**src/rtl/npu_pkg.sv**
```systemverilog
// Shared types and helpers for the NPU convolution scan sequencer.
package npu_pkg;

  localparam int unsigned ACC_W = 24;

  typedef enum logic [3:0] {
    StIdle   = 4'd0,
    StClear  = 4'd1,
    StFetch  = 4'd2,
    StWait   = 4'd3,
    StCal    = 4'd4,
    StMinus  = 4'd5,
    StSettle = 4'd6,
    StOut    = 4'd7,
    StDone   = 4'd8
  } seq_state_e;

  // High when a result has to be clamped to zero; kept width-agnostic so any ACC_W can use it.
  function automatic logic relu(input logic en, input logic neg);
    return en & neg;
  endfunction

endpackage

```
**src/rtl/npu_addr_gen.sv**
```systemverilog
// Output-position and window-column counters for the conv sequencer; produces the image column
// address from an incrementally maintained row base.
module npu_addr_gen #(
  parameter int unsigned K_W    = 3,
  parameter int unsigned IN_W   = 15,
  parameter int unsigned OUT_H  = 14,
  parameter int unsigned OUT_W  = 13,
  parameter int unsigned ADDR_W = 16
) (
  input  logic              clk,
  input  logic              rst,
  input  logic              init,
  input  logic              k_step,
  input  logic              pix_step,
  output logic [ADDR_W-1:0] addr,
  output logic [7:0]        row,
  output logic [7:0]        col,
  output logic              k_last,
  output logic              pix_last
);

  logic [7:0]        row_q;
  logic [7:0]        col_q;
  logic [7:0]        k_q;
  logic [ADDR_W-1:0] base_q;
  logic              row_last;
  logic              col_last;

  assign k_last   = (k_q == 8'(K_W - 1));
  assign col_last = (col_q == 8'(OUT_W - 1));
  assign row_last = (row_q == 8'(OUT_H - 1));
  assign pix_last = row_last && col_last;

  always_ff @(posedge clk or posedge rst) begin
    if (rst) begin
      row_q  <= 8'd0;
      col_q  <= 8'd0;
      k_q    <= 8'd0;
      base_q <= '0;
    end else if (init) begin
      row_q  <= 8'd0;
      col_q  <= 8'd0;
      k_q    <= 8'd0;
      base_q <= '0;
    end else begin
      if (k_step) begin
        k_q <= k_last ? 8'd0 : k_q + 8'd1;
      end
      if (pix_step) begin
        if (!col_last) begin
          col_q <= col_q + 8'd1;
        end else begin
          col_q <= 8'd0;
          // Row base advances by one image row, so the address path needs adders only.
          if (row_last) begin
            row_q  <= 8'd0;
            base_q <= '0;
          end else begin
            row_q  <= row_q + 8'd1;
            base_q <= base_q + ADDR_W'(IN_W);
          end
        end
      end
    end
  end

  assign addr = base_q + ADDR_W'(col_q) + ADDR_W'(k_q);
  assign row  = row_q;
  assign col  = col_q;

endmodule

```
**src/rtl/npu_conv_seq.sv**
```systemverilog
// Convolution scan sequencer: one start pulse runs a whole layer pass over every output pixel.
// Optional stall counter enabled by defining NPU_CONV_SEQ_PERF_EN.
module npu_conv_seq #(
  parameter int unsigned K_H    = 3,
  parameter int unsigned K_W    = 3,
  parameter int unsigned IN_H   = 16,
  parameter int unsigned IN_W   = 15,
  parameter int unsigned ADDR_W = 16,
  parameter int unsigned ACC_W  = npu_pkg::ACC_W
) (
  input  logic                    clk,
  input  logic                    rst,
  input  logic                    start,
  input  logic                    relu_en,
  input  logic                    abort,
  output logic                    busy,
  output logic                    done,
  output logic                    img_rd_en,
  output logic [ADDR_W-1:0]       img_rd_addr,
  input  logic                    img_rd_valid,
  output logic                    img_ld,
  output logic                    w_shift,
  output logic                    pe_clear,
  output logic                    pe_trigger,
  output logic                    pe_minus,
  input  logic signed [ACC_W-1:0] pe_sum,
  output logic                    res_valid,
  output logic [ACC_W-1:0]        res_data,
  input  logic                    res_ready,
  output logic [7:0]              out_row,
  output logic [7:0]              out_col,
  output logic [31:0]             stall_cnt
);
  import npu_pkg::*;

  localparam int unsigned OUT_H = IN_H - K_H + 1;
  localparam int unsigned OUT_W = IN_W - K_W + 1;

  seq_state_e       state_q, state_d;
  logic             relu_q;
  logic [ACC_W-1:0] res_q;
  logic             go;
  logic             k_last;
  logic             pix_last;

  assign go = (state_q == StIdle) && start && !abort;

  always_comb begin
    state_d = state_q;
    unique case (state_q)
      StIdle:   if (start) state_d = StClear;
      StClear:  state_d = StFetch;
      StFetch:  state_d = StWait;
      StWait:   if (img_rd_valid) state_d = StCal;
      StCal:    state_d = StMinus;
      StMinus:  state_d = k_last ? StSettle : StFetch;
      StSettle: state_d = StOut;
      StOut:    if (res_ready) state_d = pix_last ? StDone : StClear;
      StDone:   state_d = StIdle;
      default:  state_d = StIdle;
    endcase
    if (abort) state_d = StIdle;
  end

  always_ff @(posedge clk or posedge rst) begin
    if (rst) begin
      state_q <= StIdle;
      relu_q  <= 1'b0;
      res_q   <= '0;
    end else begin
      state_q <= state_d;
      if (go) relu_q <= relu_en;
      if (state_q == StSettle) begin
        res_q <= relu(relu_q, pe_sum[ACC_W-1]) ? '0 : pe_sum;
      end
    end
  end

  npu_addr_gen #(
    .K_W   (K_W),
    .IN_W  (IN_W),
    .OUT_H (OUT_H),
    .OUT_W (OUT_W),
    .ADDR_W(ADDR_W)
  ) u_addr_gen (
    .clk     (clk),
    .rst     (rst),
    .init    (go || abort),
    .k_step  (state_q == StMinus),
    .pix_step((state_q == StOut) && res_ready),
    .addr    (img_rd_addr),
    .row     (out_row),
    .col     (out_col),
    .k_last  (k_last),
    .pix_last(pix_last)
  );

  assign busy       = (state_q != StIdle);
  assign done       = (state_q == StDone);
  assign pe_clear   = (state_q == StClear);
  assign img_rd_en  = (state_q == StFetch);
  assign pe_trigger = (state_q == StCal) || (state_q == StMinus);
  assign pe_minus   = (state_q == StMinus);
  assign w_shift    = (state_q == StMinus);
  assign res_valid  = (state_q == StOut);
  assign res_data   = res_q;
  // The only output with a combinational input path: load lands in the same cycle as the data.
  assign img_ld     = (state_q == StWait) && img_rd_valid;

`ifdef NPU_CONV_SEQ_PERF_EN
  logic [31:0] stall_q;
  logic        stall_ev;

  assign stall_ev = ((state_q == StWait) && !img_rd_valid) || ((state_q == StOut) && !res_ready);

  always_ff @(posedge clk or posedge rst) begin
    if (rst) begin
      stall_q <= 32'd0;
    end else if (go) begin
      stall_q <= 32'd0;
    end else if (stall_ev && (stall_q != 32'hFFFF_FFFF)) begin
      stall_q <= stall_q + 32'd1;
    end
  end

  assign stall_cnt = stall_q;
`else
  assign stall_cnt = 32'd0;
`endif

endmodule
```
**config.mk**
```make
export PLATFORM = sky130hd
export DESIGN_NAME = npu_conv_seq
export DESIGN_NICKNAME = d
export VERILOG_FILES = /design/src/rtl/npu_pkg.sv /design/src/rtl/npu_addr_gen.sv /design/src/rtl/npu_conv_seq.sv
export SDC_FILE = /design/constraint.sdc
export NUM_CORES = 1
export LEC_CHECK = 0
export BUFFER_PORTS_ARGS = -buffer_cell sky130_fd_sc_hd__buf_2
export CORE_MARGIN = 2
export CORE_UTILIZATION = 30
export DETAILED_ROUTE_END_ITERATION = 8
export HOLD_SLACK_MARGIN = 0.08
export SKIP_CTS_REPAIR_TIMING = 1
export SLEW_MARGIN = 20
export SYNTH_ARGS = -nofsm -noshare
export SYNTH_HDL_FRONTEND = slang
export SYNTH_SLANG_ARGS = --single-unit
```
**constraint.sdc**
```tcl
create_clock -name clk -period 2.75 [get_ports clk]
set_input_delay 0.275 -clock clk [delete_from_list [all_inputs] [get_ports clk]]
set_output_delay 0.275 -clock clk [all_outputs]
set_load 0.05 [all_outputs]
```
After elaboration in Yosys (flattened, before gate mapping):

Index checks and enable logic that the tools add are counted.

* register bits: 69
* input bits: 31
* output and inout port bits: 97
* logic and storage cells: 65

* add/sub/neg operators: 6
* equality and inequality tests: 14
* mux-type cells: 22
* bitwise gates (word level): 1
* reduce and logical (&&, ||, !) cells: 15

Operator list (count)
* $mux W8: 10
* $mux W16: 4
* $add A16 B8 Y16: 2
* $pmux W4 S8: 1
* $add A8 B1 Y8 const B: 3
* $mux W24: 1
* $mux W4: 5
* $add A16 B4 Y16 const B: 1
* $eq A4 B3 Y1 const B: 4
* $eq A8 B4 Y1 const B: 2
* $eq A4 B2 Y1 const B: 2
* $eq A8 B2 Y1 const B: 1
* $ne A3 B3 Y1 const B: 2
* $reduce_bool A2 Y1: 3
* $logic_and A1 B1 Y1: 5
* $eq A4 B1 Y1 const B: 1
* $eq A4 B4 Y1 const B: 1
* $logic_not A4 Y1: 1
* $reduce_bool A4 Y1: 1
* $mux W3: 1
* $ne A3 B2 Y1 const B: 1
* $reduce_and A3 Y1: 1
* $logic_or A1 B1 Y1: 2
* $reduce_and A2 Y1: 1
* 2 further kinds: 2

Depth between registers and ports, before layout:

Gate-level depths: netlist of run 1.

* word-level depth: 6
* mapped depth: 12
* mapped depth without buffers: 12

Cells and area by module:

From an unflattened synthesis of run 1, not the netlist that was laid out.

* cells, all modules: 479
* area total of the unflattened synthesis: 4355.4 um^2

By module, submodules not included
* npu_addr_gen: times used 1, cells each 292, area each 2755.1 um^2, sequential area each 1001.0 um^2
* npu_conv_seq: times used 1, cells each 187, area each 1600.3 um^2, sequential area each 725.7 um^2

Least setup slack after synthesis of run 1:

Ideal clock, no wire load.

* path kind: register to output
* start: reg u_addr_gen.col_q[0], in the netlist u_addr_gen.col[0]
* end: out img_rd_addr[13]
* arrival time: 3.469 ns
* data required time: 2.475 ns
* setup slack: -0.994 ns
* stages on the path, launching flop included: 13
* path buffers: 0
* path through: dfrtp_1 -> inv_1 -> fa_1 -> inv_1 -> ha_1 -> inv_1 -> fa_1 -> nor2b_1 -> o21a_1 -> o21ai_0 -> and2_1 -> nor4_1 -> xor2_1

* word-level cells in the longest chain between the ends: 2

RTL lines
* from (decl): line npu_addr_gen.sv:23 `logic [7:0] col_q;`
* from (signal assigned): line npu_addr_gen.sv:51 `col_q <= col_q + 8'd1;`
* $add A16 B8 Y16 (2 in series): line npu_addr_gen.sv:67 `assign addr = base_q + ADDR_W'(col_q) + ADDR_W'(k_q);`
* to (decl): line npu_conv_seq.sv:19 `output logic [ADDR_W-1:0] img_rd_addr,`

No other way between the ends.

Worst setup path after layout of run 1:

* start: reg u_addr_gen.col_q[1], in the netlist u_addr_gen.col[1]
* end: out img_rd_addr[13]

Same word-level chain as after synthesis.

==> results.py, run 1 <==
metrics = {
    "routing": {
        "routedWlPerCell_um": 13.36,
        "drtIter0Drc": 181,
        "drt_first_pass_iters": 5,
        "num_vias": 3801,
        "viasPerCell": 4.647,
        "route.detailed.drc": 0,
        "totalWireLength_um": 10930,
        "ant_nets": 0,
    },
    "final_layout": {
        "area_delta_synth_final_pct": 35.46,
        "nFillCells": 1431,
        "layout.nets": 684,
        "antenna_cells": 0,
        "drive_gt1_frac": 0.3328,
        "design_area_um2": 5912,
    },
    "setup_path": {
        "criticalPathCategory": "register to output pin",
        "path_cells": "fa_1 -> ha_2 -> inv_2 -> fa_2 -> nor2b_1 -> o21a_1 -> o21ai_2 -> and2_4 -> nor4_4 -> xor2_4 -> buf_6",
        "required_ns": 2.48,
        "reg2reg_slack_ns": 0.37,
        "cp-start-kind": "register",
        "arrival_ns": 2.96,
        "slowest_delay_ns": 0.54,
        "slowest_stage": "fa_1",
        "crit_path_end_kind": "output pin",
        "cp_max_fo": 4,
    },
    "place": {
        "port-buffer-count": 95,
        "dp_slack_ns": -0.3497,
        "hpwl_um": 8280,
        "placed_area_um2": 5405,
        "gp_congestion": 0.8029,
    },
    "logic_synthesis": {
        "synth_fa_ha_area_frac": 0.08429,
        "synth-edff-count": 0,
        "yosys-top-cells-count": "nand2_1, dfrtp_1, o21ai_0",
        "async_reset_ff_frac": 1.000,
        "yosys.area_share.simple": 0.2454,
        "synthTopCellsByArea": "dfrtp_1, nand2_1, o21ai_0",
        "synth_cell_type_count": 52,
        "netlist_instances": 493,
        "seq_area_frac_synth": 0.3956,
        "yosys_register_bits": 69,
        "synth.top_cell.area_share": 0.3956,
        "syn_area_um2": 4364,
        "synth-compound-area-share": 0.1196,
        "syn_avg_cell_area_um2": 8.852,
        "ys.flop_type": "dfrtp_1",
        "synth_top_family_by_area": "simple AND/OR/NAND/NOR gates",
        "ys_warn_count": 0,
        "yosysMostFrequentCell": "nand2_1",
        "synthXorXnorAreaFrac": 0.05017,
        "synth.area.mux_share": 0.009461,
        "synth_top_area_cell": "dfrtp_1",
    },
    "floorplan": {
        "rows": 44,
        "die_area_um2": 15530,
        "io_pins": 128,
        "start_util": 0.3037,
        "core_area_um2": 14370,
        "die_x_um": 124.6,
        "die_h_um": 124.6,
    },
    "timing": {
        "tightest_slew_ns": 0.7222,
        "hold_viol": 0,
        "setup_ws_ns": -0.4857,
        "finalSetupViolations": 11,
        "final_max_slew_viol_count": 0,
        "period_share": 1.177,
        "fmax_ghz": 0.3091,
        "fin_skew_ns": 0.004189,
        "rsz0062_at_grt": "true",
        "relSlewSlack": 0.5174,
        "post-route-min-period_ns": 3.236,
    },
    "clock_tree": {
        "clk_pin_slew_worst_paths_ns": 0.06,
        "cts-root-buf": "clkbuf_16",
        "cts_tree": "yes",
        "cts-buffers-inserted": 9,
        "cts_buffer_depth": 2,
        "clock_latency_ns": 0.34,
        "numClockSinks": 69,
        "cts_max_level": 3,
    },
    "run_status": {
        "outcome": "complete, but fails checks",
        "violations": "negative setup slack",
    },
    "global_route": {
        "grt_pass1_wl_um": 18020,
        "grt_overflow": 0,
        "grt_max_degree": 49,
        "grt_use_total": 0.1430,
        "grt_pass1_vias": 3772,
        "antenna_found_initial": 0,
    },
    "power_and_ir_drop": {
        "p_leak_uw": 0.002988,
        "power_density_nw_per_um2": 717.8,
        "ir_drop_v": 0.0004919,
    },
    "min_path": {
        "hp-class": "input pin to asynchronous set/reset pin",
    },
    "flow_run": {
        "maxCapViolCount": 0,
    },
}
## cell usage in the layout, fill, tap and decap left out, types with 3 or more instances in the layout
| cell | synthesis | final |
|---|---|---|
| buf_2 | 6 | 83 |
| nand2_1 | 82 | 81 |
| dfrtp_1 | 69 | 61 |
| o21ai_0 | 53 | 52 |
| buf_4 | 33 | 49 |
| conb_1 | 1 | 32 |
| nor2_1 | 33 | 31 |
| nand3_1 | 14 | 13 |
| nor3_1 | 14 | 13 |
| inv_1 | 16 | 13 |
| ha_1 | 15 | 13 |
| and3_1 | 12 | 12 |
| buf_6 | 3 | 12 |
| a21oi_1 | 12 | 11 |
| nand2b_1 | 11 | 11 |
| clkbuf_16 | 0 | 9 |
| dfrtp_2 | 0 | 8 |
| xnor2_1 | 14 | 7 |
| nand4_1 | 7 | 7 |
| xor2_1 | 11 | 7 |
| fa_1 | 9 | 7 |
| a21o_1 | 6 | 6 |
| inv_2 | 2 | 5 |
| and2_1 | 6 | 5 |
| nor4_1 | 7 | 5 |
| nor4_4 | 3 | 5 |
| o22ai_1 | 5 | 5 |
| nor2b_1 | 5 | 5 |
| xnor2_4 | 0 | 4 |
| clkbuf_8 | 0 | 4 |
| mux2i_1 | 3 | 3 |
| or2_2 | 3 | 3 |
| o31ai_1 | 3 | 3 |
| xor2_4 | 0 | 3 |
| xnor2_2 | 0 | 3 |
## worst max-delay path, delay by kind of cell, from the launching register on
family	cells	cell delay, ns
AND/OR/NAND/NOR	3	0.54
AO/OA/AOI/OAI	2	0.24
buffers and inverters	2	0.21
adder cells (fa/ha/maj)	3	1.05
XOR/XNOR	1	0.17
flip-flops	1	0.41
## layer usage
layer | routed length (um) | GRT usage | share of wire | vias up
met1 | 4875 | 0.1799 | 0.45 | 1797
li1 | - | - | - | 1879
met3 | 747 | 0.04381 | 0.068 | 11
met5 | 0 | 0 | 0 | -
met2 | 5149 | 0.2334 | 0.47 | 114
met4 | 157 | 0.04891 | 0.014 | 0
## kinds of logic (layout without fill, tap and decap cells)
| kind of cell | Yosys count | after routing |
|---|---|---|
| and+or+nand+nor | 211 | 211 |
| AOI/OAI and AO/OA | 90 | 90 |
| DFF | 69 | 69 |
| buffers and inverters | 69 | 179 |
| xor gates and xnor gates | 25 | 25 |
| adders and majority gates | 24 | 24 |
| muxes | 4 | 4 |
| other | 1 | 32 |
## final timing paths
kind	from	endpoint	cells past startpoint
max	u_addr_gen.col[1]	img_rd_addr[13]	11
min	rst	res_data[11]	2
max reg2reg	u_addr_gen.row[1]	u_addr_gen.base_q[13]	9
min reg2reg	res_data[10]	res_data[10]	2
max in group asynchronous	rst	u_addr_gen.col[6]	3
min in group clk	pe_sum[14]	res_data[14]	3
## layout make-up
type,count,area (um^2),area share
Clock buffer,13,280.3,0.04741
Clock inverter,3,65.06,0.01101
Inverter,18,67.56,0.01143
Multi-Input combinational cell,386,2594,0.4387
Sequential cell,69,1737,0.2938
Tap cell,184,230.2,0.03894
Timing Repair Buffer,145,938.4,0.1587
## registers in the layout, indices dropped and copies added, names as in the netlist
register	count
relu_q	1
state_q	4
res_data	24
u_addr_gen.row	8
u_addr_gen.base_q	16
u_addr_gen.k_q	8
u_addr_gen.col	8
## metrics by stage
step / std cells / hold WS [ns] / util / total power (uW) / TNS [ns]
2_1_floorplan: 524 / 0.3476 / - / 2533 / -1.745
3_3_place_gp: 795 / 0.4174 / 0.3762 / 2874 / -1.123
3_5_place_dp: 795 / 0.4267 / 0.3762 / 2906 / -1.207
4_1_cts: 811 / 0.05235 / 0.4002 / 4259 / -4.805
5_1_grt: 818 / 0.08780 / 0.4114 / 4461 / -5.346
6_report: 818 / 0.03981 / 0.4114 / 4244 / -3.933
## power by group
part / leakage [uW] / internal [uW] / total [uW] / switching [uW]
Combinational: 0.00197 / 412 / 1590 / 1170
Clock: 0.000172 / 891 / 1330 / 440
Sequential: 0.000846 / 1200 / 1330 / 126
(Power assumes the default switching activity.)
==> run 2: changes to the inputs <==
--- a/config.mk
+++ b/config.mk
@@ -8,6 +8,7 @@
 export BUFFER_PORTS_ARGS = -buffer_cell sky130_fd_sc_hd__buf_2
 export CORE_MARGIN = 2
 export CORE_UTILIZATION = 30
+export CTS_BUF_LIST = sky130_fd_sc_hd__clkbuf_8
 export DETAILED_ROUTE_END_ITERATION = 8
 export HOLD_SLACK_MARGIN = 0.08
 export SKIP_CTS_REPAIR_TIMING = 1
==> run 2 against run 1 <==
  * The flow still finishes with violations (negative setup slack)
  * Core utilization shrank 0.59 points
  * Final cell count increased by 0.12%
  * Setup slack got worse by 0.038 ns
  * Largest power group unchanged
  * Sequential cell count did not move
  * Clock skew up 0.0037 ns
  * Sequential share of layout area rose by 0.43 points
  * Fmax decreased by 1.1%
  * Register-to-register slack about the same
  * Die area stayed put
  * Combinational power is essentially flat
  * Global-route usage hardly changed
  * Critical endpoint unchanged
==> results.py, run 2 (synthesized netlist as in run 1, its figures left out) <==
metrics = {
    "power_and_ir_drop": {
        "power_frac_seq": 0.337,
        "power_density_nw_per_um2": 674.7,
        "p_comb_frac": 0.406,
        "clkPwrFrac": 0.258,
        "ir_drop_v": 0.0005909,
        "netSwitchingPower_uw": 1706,
        "swShare": 0.4338,
        "p_leak_uw": 0.002948,
        "p_int_uw": 2226,
    },
    "setup_path": {
        "path_cells": "fa_1 -> ha_2 -> inv_2 -> fa_2 -> nor2b_1 -> o21a_1 -> o21ai_2 -> and2_4 -> nor4_4 -> xor2_4 -> buf_6",
        "cp_max_fo": 4,
        "cp-start-kind": "register",
        "criticalPathCategory": "register to output pin",
        "slowest_stage": "fa_1",
        "slowest_delay_ns": 0.54,
        "required_ns": 2.48,
        "crit_path_end_kind": "output pin",
        "arrival_ns": 3.00,
    },
    "floorplan": {
        "die_h_um": 124.6,
        "rows": 44,
        "io_pins": 128,
        "die_x_um": 124.6,
        "start_util": 0.3037,
        "core_area_um2": 14370,
        "die_area_um2": 15530,
    },
    "timing": {
        "fin_skew_ns": 0.007908,
        "holdWs_ns": 0.1455,
        "relSlewSlack": 0.5189,
        "rsz0062_at_grt": "true",
        "fmax_ghz": 0.3055,
        "hold_viol": 0,
        "setup_ws_ns": -0.5233,
        "tightest_slew_ns": 0.7199,
        "post-route-min-period_ns": 3.273,
        "finalSetupViolations": 11,
        "period_share": 1.190,
        "final_max_slew_viol_count": 0,
    },
    "flow_run": {
        "maxCapViolCount": 0,
    },
    "routing": {
        "viasPerCell": 4.635,
        "totalWireLength_um": 10950,
        "ant_nets": 0,
        "drtIter0Drc": 174,
        "routedWlPerCell_um": 13.37,
        "num_vias": 3796,
        "route.detailed.drc": 0,
        "drt_first_pass_iters": 4,
    },
    "clock_tree": {
        "cts_tree": "yes",
        "cts_max_level": 3,
        "cts-root-buf": "clkbuf_8",
        "numClockSinks": 69,
        "cts-buffers-inserted": 9,
        "clock_latency_ns": 0.36,
        "clk_pin_slew_worst_paths_ns": 0.08,
        "cts_buffer_depth": 2,
    },
    "place": {
        "hpwl_um": 8280,
        "gp_congestion": 0.8029,
        "place_inst": 795,
        "port-buffer-count": 95,
    },
    "run_status": {
        "outcome": "complete, but fails checks",
        "violations": "negative setup slack",
    },
    "final_layout": {
        "final_common_cell": "buf_2",
        "largest_reg_flops": 24,
        "layout.cells.non_filler": 819,
        "multiInputGateArea_um2": 2594,
        "drive_gt1_frac": 0.3323,
        "nFillCells": 1447,
        "area_delta_synth_final_pct": 33.51,
        "antenna_cells": 0,
        "final_cell_mix": "buf_2, nand2_1, dfrtp_1",
        "layout.nets": 685,
        "final-seq-area_um2": 1737,
    },
    "global_route": {
        "grt_max_degree": 49,
        "grt_pass1_wl_um": 17930,
        "grt_pass1_vias": 3743,
        "grt_overflow": 0,
        "antenna_found_initial": 0,
        "grt_use_total": 0.1432,
    },
    "min_path": {
        "hp-class": "input pin to register",
    },
}
run 2: final timing paths:
kind,slack (ns),end,from,cells past startpoint
hold / removal,0.15,res_data[14],pe_sum[14],3
setup / recovery,-0.52,img_rd_addr[13],u_addr_gen.col[1],11
setup reg to reg,0.37,u_addr_gen.base_q[13],u_addr_gen.row[0],8
max in group asynchronous,1.50,u_addr_gen.col[6],rst,4
hold reg to reg,0.47,res_data[8],res_data[8],2
min in group asynchronous,0.57,res_data[11],rst,3
run 2: area by class of cell:
type,instances,share of cell area
tap,184,0.03951
multi-input combinational,386,0.4451
timing repair buffer,146,0.1638
sequential,69,0.2980
inverter,18,0.01160
clock inverter,3,0.01117
clock buffer,13,0.03071
run 2: power by group through the flow:
stage | Combinational [uW] | Clock [uW] | Sequential, uW
2_1_floorplan | 671 | 0 | 1860
3_3_place_gp | 1540 | 0 | 1330
3_5_place_dp | 1560 | 0 | 1340
4_1_cts | 1570 | 1050 | 1330
5_1_grt | 1710 | 1090 | 1360
6_report | 1590 | 1010 | 1320
run 2: metal layers:
| layer | GRT usage | vias to the layer above | share of wire |
|---|---|---|---|
| li1 | - | 1881 | - |
| met1 | 0.1784 | 1794 | 0.45 |
| met2 | 0.2302 | 111 | 0.47 |
| met3 | 0.05412 | 10 | 0.068 |
| met4 | 0.04494 | 0 | 0.012 |
| met5 | 0 | - | 0 |
run 2: critical path: cells and delay by family (launching register included):
kind,cells,cell delay [ns]
adders and majority gates,3,1.05
and+or+nand+nor,3,0.53
DFF,1,0.42
AOI/OAI and AO/OA,2,0.26
buffers and inverters,2,0.21
xor gates and xnor gates,1,0.17
run 2: through the flow:
step / utilization / setup TNS [ns] / total power [uW] / area, um^2 / setup slack [ns]
6_report: 0.4055 / -4.283 / 3932 / 5827 / -0.5233
5_1_grt: 0.4055 / -6.134 / 4152 / 5827 / -0.6910
4_1_cts: 0.3932 / -5.305 / 3938 / 5649 / -0.7683
3_5_place_dp: 0.3762 / -1.207 / 2906 / 5405 / -0.3497
3_3_place_gp: 0.3762 / -1.123 / 2874 / 5405 / -0.3353
2_1_floorplan: - / -1.745 / 2533 / 4710 / -0.3834
==> run 3: changes to the inputs <==
--- a/config.mk
+++ b/config.mk
@@ -5,6 +5,7 @@
 export SDC_FILE = /design/constraint.sdc
 export NUM_CORES = 1
 export LEC_CHECK = 0
+export ABC_AREA = 1
 export BUFFER_PORTS_ARGS = -buffer_cell sky130_fd_sc_hd__buf_2
 export CORE_MARGIN = 2
 export CORE_UTILIZATION = 30
==> constraint.sdc (replaced) <==
create_clock -name clk -period 3.05 [get_ports clk]
set_input_delay 0.305 -clock clk [delete_from_list [all_inputs] [get_ports clk]]
set_output_delay 0.305 -clock clk [all_outputs]
set_load 0.05 [all_outputs]
==> run 3 against run 2 <==
  * The run still ends with negative setup slack left
  * Global-route usage increased by 0.82 points
  * First-iteration DRC count increased by 42%
  * Critical path depth increased by 1
  * Setup slack improved by 0.50 ns
  * Hold slack got worse by 0.092 ns
  * Total power decreased by 13%
  * Synthesized cell count increased by 22%
  * Sequential share of layout area increased by 0.94 points
  * Non-clock buffer count decreased by 34
  * Clock skew increased by 0.0045 ns
  * Largest power group unchanged
  * Highest routed layer unchanged
==> results.py, run 3 <==
metrics = {
    "run_status": {
        "outcome": "complete, but fails checks",
        "violations": "negative setup slack",
    },
    "power_and_ir_drop": {
        "ir_drop_v": 0.0003744,
        "p_leak_uw": 0.002785,
        "power_density_nw_per_um2": 604.8,
        "total_power_uw": 3417,
    },
    "global_route": {
        "grt_overflow": 0,
        "grt_pass1_wl_um": 19500,
        "grt_pass1_vias": 3904,
        "antenna_found_initial": 0,
        "use_met2": 0.2337,
        "met1_usage": 0.2111,
        "busiest_layer": "met2",
        "grt_max_degree": 41,
        "met3_usage": 0.03224,
        "grt_use_total": 0.1514,
    },
    "final_layout": {
        "layout.nets": 764,
        "nFillCells": 1556,
        "design_area_um2": 5649,
        "area_delta_synth_final_pct": 24.11,
        "drive_gt1_frac": 0.2395,
        "largest_reg_flops": 24,
        "antenna_cells": 0,
        "final_common_cell": "nand2_1",
        "final_cell_mix": "nand2_1, buf_2, inv_1",
        "utilization": 0.3758,
    },
    "logic_synthesis": {
        "synth-edff-count": 0,
        "synthTopCellsByArea": "dfrtp_1, nand2_1, nand3_1",
        "seq_area_frac_synth": 0.3793,
        "yosysMostFrequentCell": "nand2_1",
        "async_reset_ff_frac": 1.000,
        "synth.top_cell.area_share": 0.3793,
        "synth.area.mux_share": 0,
        "synth_fa_ha_area_frac": 0.08081,
        "syn_avg_cell_area_um2": 7.549,
        "yosys-top-cells-count": "nand2_1, dfrtp_1, inv_1",
        "netlist_instances": 603,
        "ys_warn_count": 0,
        "ys.flop_type": "dfrtp_1",
        "synth_cell_type_count": 33,
        "synth-compound-area-share": 0.1113,
        "syn_area_um2": 4552,
        "synthXorXnorAreaFrac": 0.03656,
        "synth_top_area_cell": "dfrtp_1",
        "yosys_register_bits": 69,
        "yosys.area_share.simple": 0.2625,
        "synth_top_family_by_area": "simple AND/OR/NAND/NOR gates",
    },
    "setup_path": {
        "critPathTopFamily": "adder cells",
        "cp_common_cell": "nand2_4",
        "path_cells": "fa_1 -> ha_2 -> inv_2 -> fa_2 -> o21ai_2 -> nand3_2 -> nand2_4 -> nand2_4 -> nor2_2 -> nand2_1 -> nand2_2 -> buf_8",
        "cp-start-kind": "register",
        "criticalPathCategory": "register to output pin",
        "reg2reg_slack_ns": 0.48,
        "arrival_ns": 2.77,
        "crit_path_end_kind": "output pin",
        "cp_max_fo": 3,
        "slowest_delay_ns": 0.54,
        "slowest_stage": "fa_1",
        "required_ns": 2.74,
        "cp.buffers_inverters": 2,
    },
    "clock_tree": {
        "clk_pin_slew_worst_paths_ns": 0.08,
        "cts_buffer_depth": 2,
        "clock_latency_ns": 0.36,
        "cts_tree": "yes",
        "cts-buffers-inserted": 9,
        "numClockSinks": 69,
        "cts_max_level": 3,
        "cts-root-buf": "clkbuf_8",
    },
    "flow_run": {
        "maxCapViolCount": 0,
    },
    "floorplan": {
        "io_pins": 128,
        "rows": 45,
        "die_x_um": 127.2,
        "start_util": 0.3028,
        "die_area_um2": 16170,
        "core_area_um2": 15030,
        "die_h_um": 127.2,
    },
    "routing": {
        "ant_nets": 0,
        "drtIter0Drc": 247,
        "route.detailed.drc": 0,
        "drt_first_pass_iters": 4,
        "num_vias": 4190,
        "routedWlPerCell_um": 13.22,
        "viasPerCell": 4.645,
        "totalWireLength_um": 11930,
    },
    "place": {
        "gp_congestion": 0.8635,
        "hpwl_um": 8797,
        "placed_area_um2": 5263,
        "port-buffer-count": 95,
    },
    "timing": {
        "hold_viol": 0,
        "period_share": 1.008,
        "holdWs_ns": 0.05399,
        "fin_skew_ns": 0.01246,
        "finalSetupViolations": 1,
        "setup_ws_ns": -0.02553,
        "rsz0062_at_grt": "true",
        "final_max_slew_viol_count": 0,
        "tightest_slew_ns": 0.7621,
        "relSlewSlack": 0.4907,
        "fmax_ghz": 0.3251,
        "post-route-min-period_ns": 3.076,
    },
    "min_path": {
        "hp-class": "input pin to asynchronous set/reset pin",
    },
}
## run 3: cell types whose count changed after synthesis, sizes merged, moves of 9 or more
cell	change
nand2	+65
nand3	+45
nor4	-9
a21oi	+11
inv	+52
nor2	+16
and3	-12
xnor2	-11
nor3	-9
nand2b	-11
## run 3: cell families (layout without fill, tap and decap cells)
group,count (synthesis),after routing
xor gates and xnor gates,19,19
and+or+nand+nor,279,279
adders and majority gates,24,24
other,1,32
buffers and inverters,118,198
AOI/OAI and AO/OA,93,93
DFF,69,69
## run 3: final timing paths
check / startpoint / to / depth (start not counted)
hold / removal: rst / res_data[17] / 2
setup / recovery: u_addr_gen.col[1] / img_rd_addr[15] / 12
setup reg to reg: u_addr_gen.col[0] / u_addr_gen.row[3] / 10
hold reg to reg: u_addr_gen.base_q[0] / u_addr_gen.base_q[0] / 1
max in group asynchronous: rst / u_addr_gen.k_q[4] / 3
min in group clk: relu_en / relu_q / 3
## run 3: routing by layer
metal,vias to the layer above,wire length (um)
li1,2096,-
met1,1943,5702
met2,138,5320
met3,13,749
met4,0,154
met5,-,0
## run 3: power by group
part | internal [uW] | switching, uW
registers | 1070 | 117
clock network | 398 | 374
logic | 343 | 1120
## run 3: stage by stage
step / setup WS (ns) / cells / setup TNS (ns)
global route: -0.1325 / 902 / -0.3299
CTS: -0.3796 / 901 / -1.316
floorplan: 0.001080 / 634 / 0
detailed placement: 0.01768 / 885 / 0
finish: -0.02553 / 902 / -0.02553
global placement: 0.04597 / 885 / 0
## run 3: area by class of cell
type / count / area (um^2) / share of cell area
Clock buffer: 10 / 137.6 / 0.02436
Clock inverter: 6 / 62.56 / 0.01107
Inverter: 70 / 262.8 / 0.04651
Multi-Input combinational cell: 447 / 2554 / 0.4520
Sequential cell: 69 / 1737 / 0.3074
Tap cell: 188 / 235.2 / 0.04164
Timing Repair Buffer: 112 / 660.6 / 0.1169
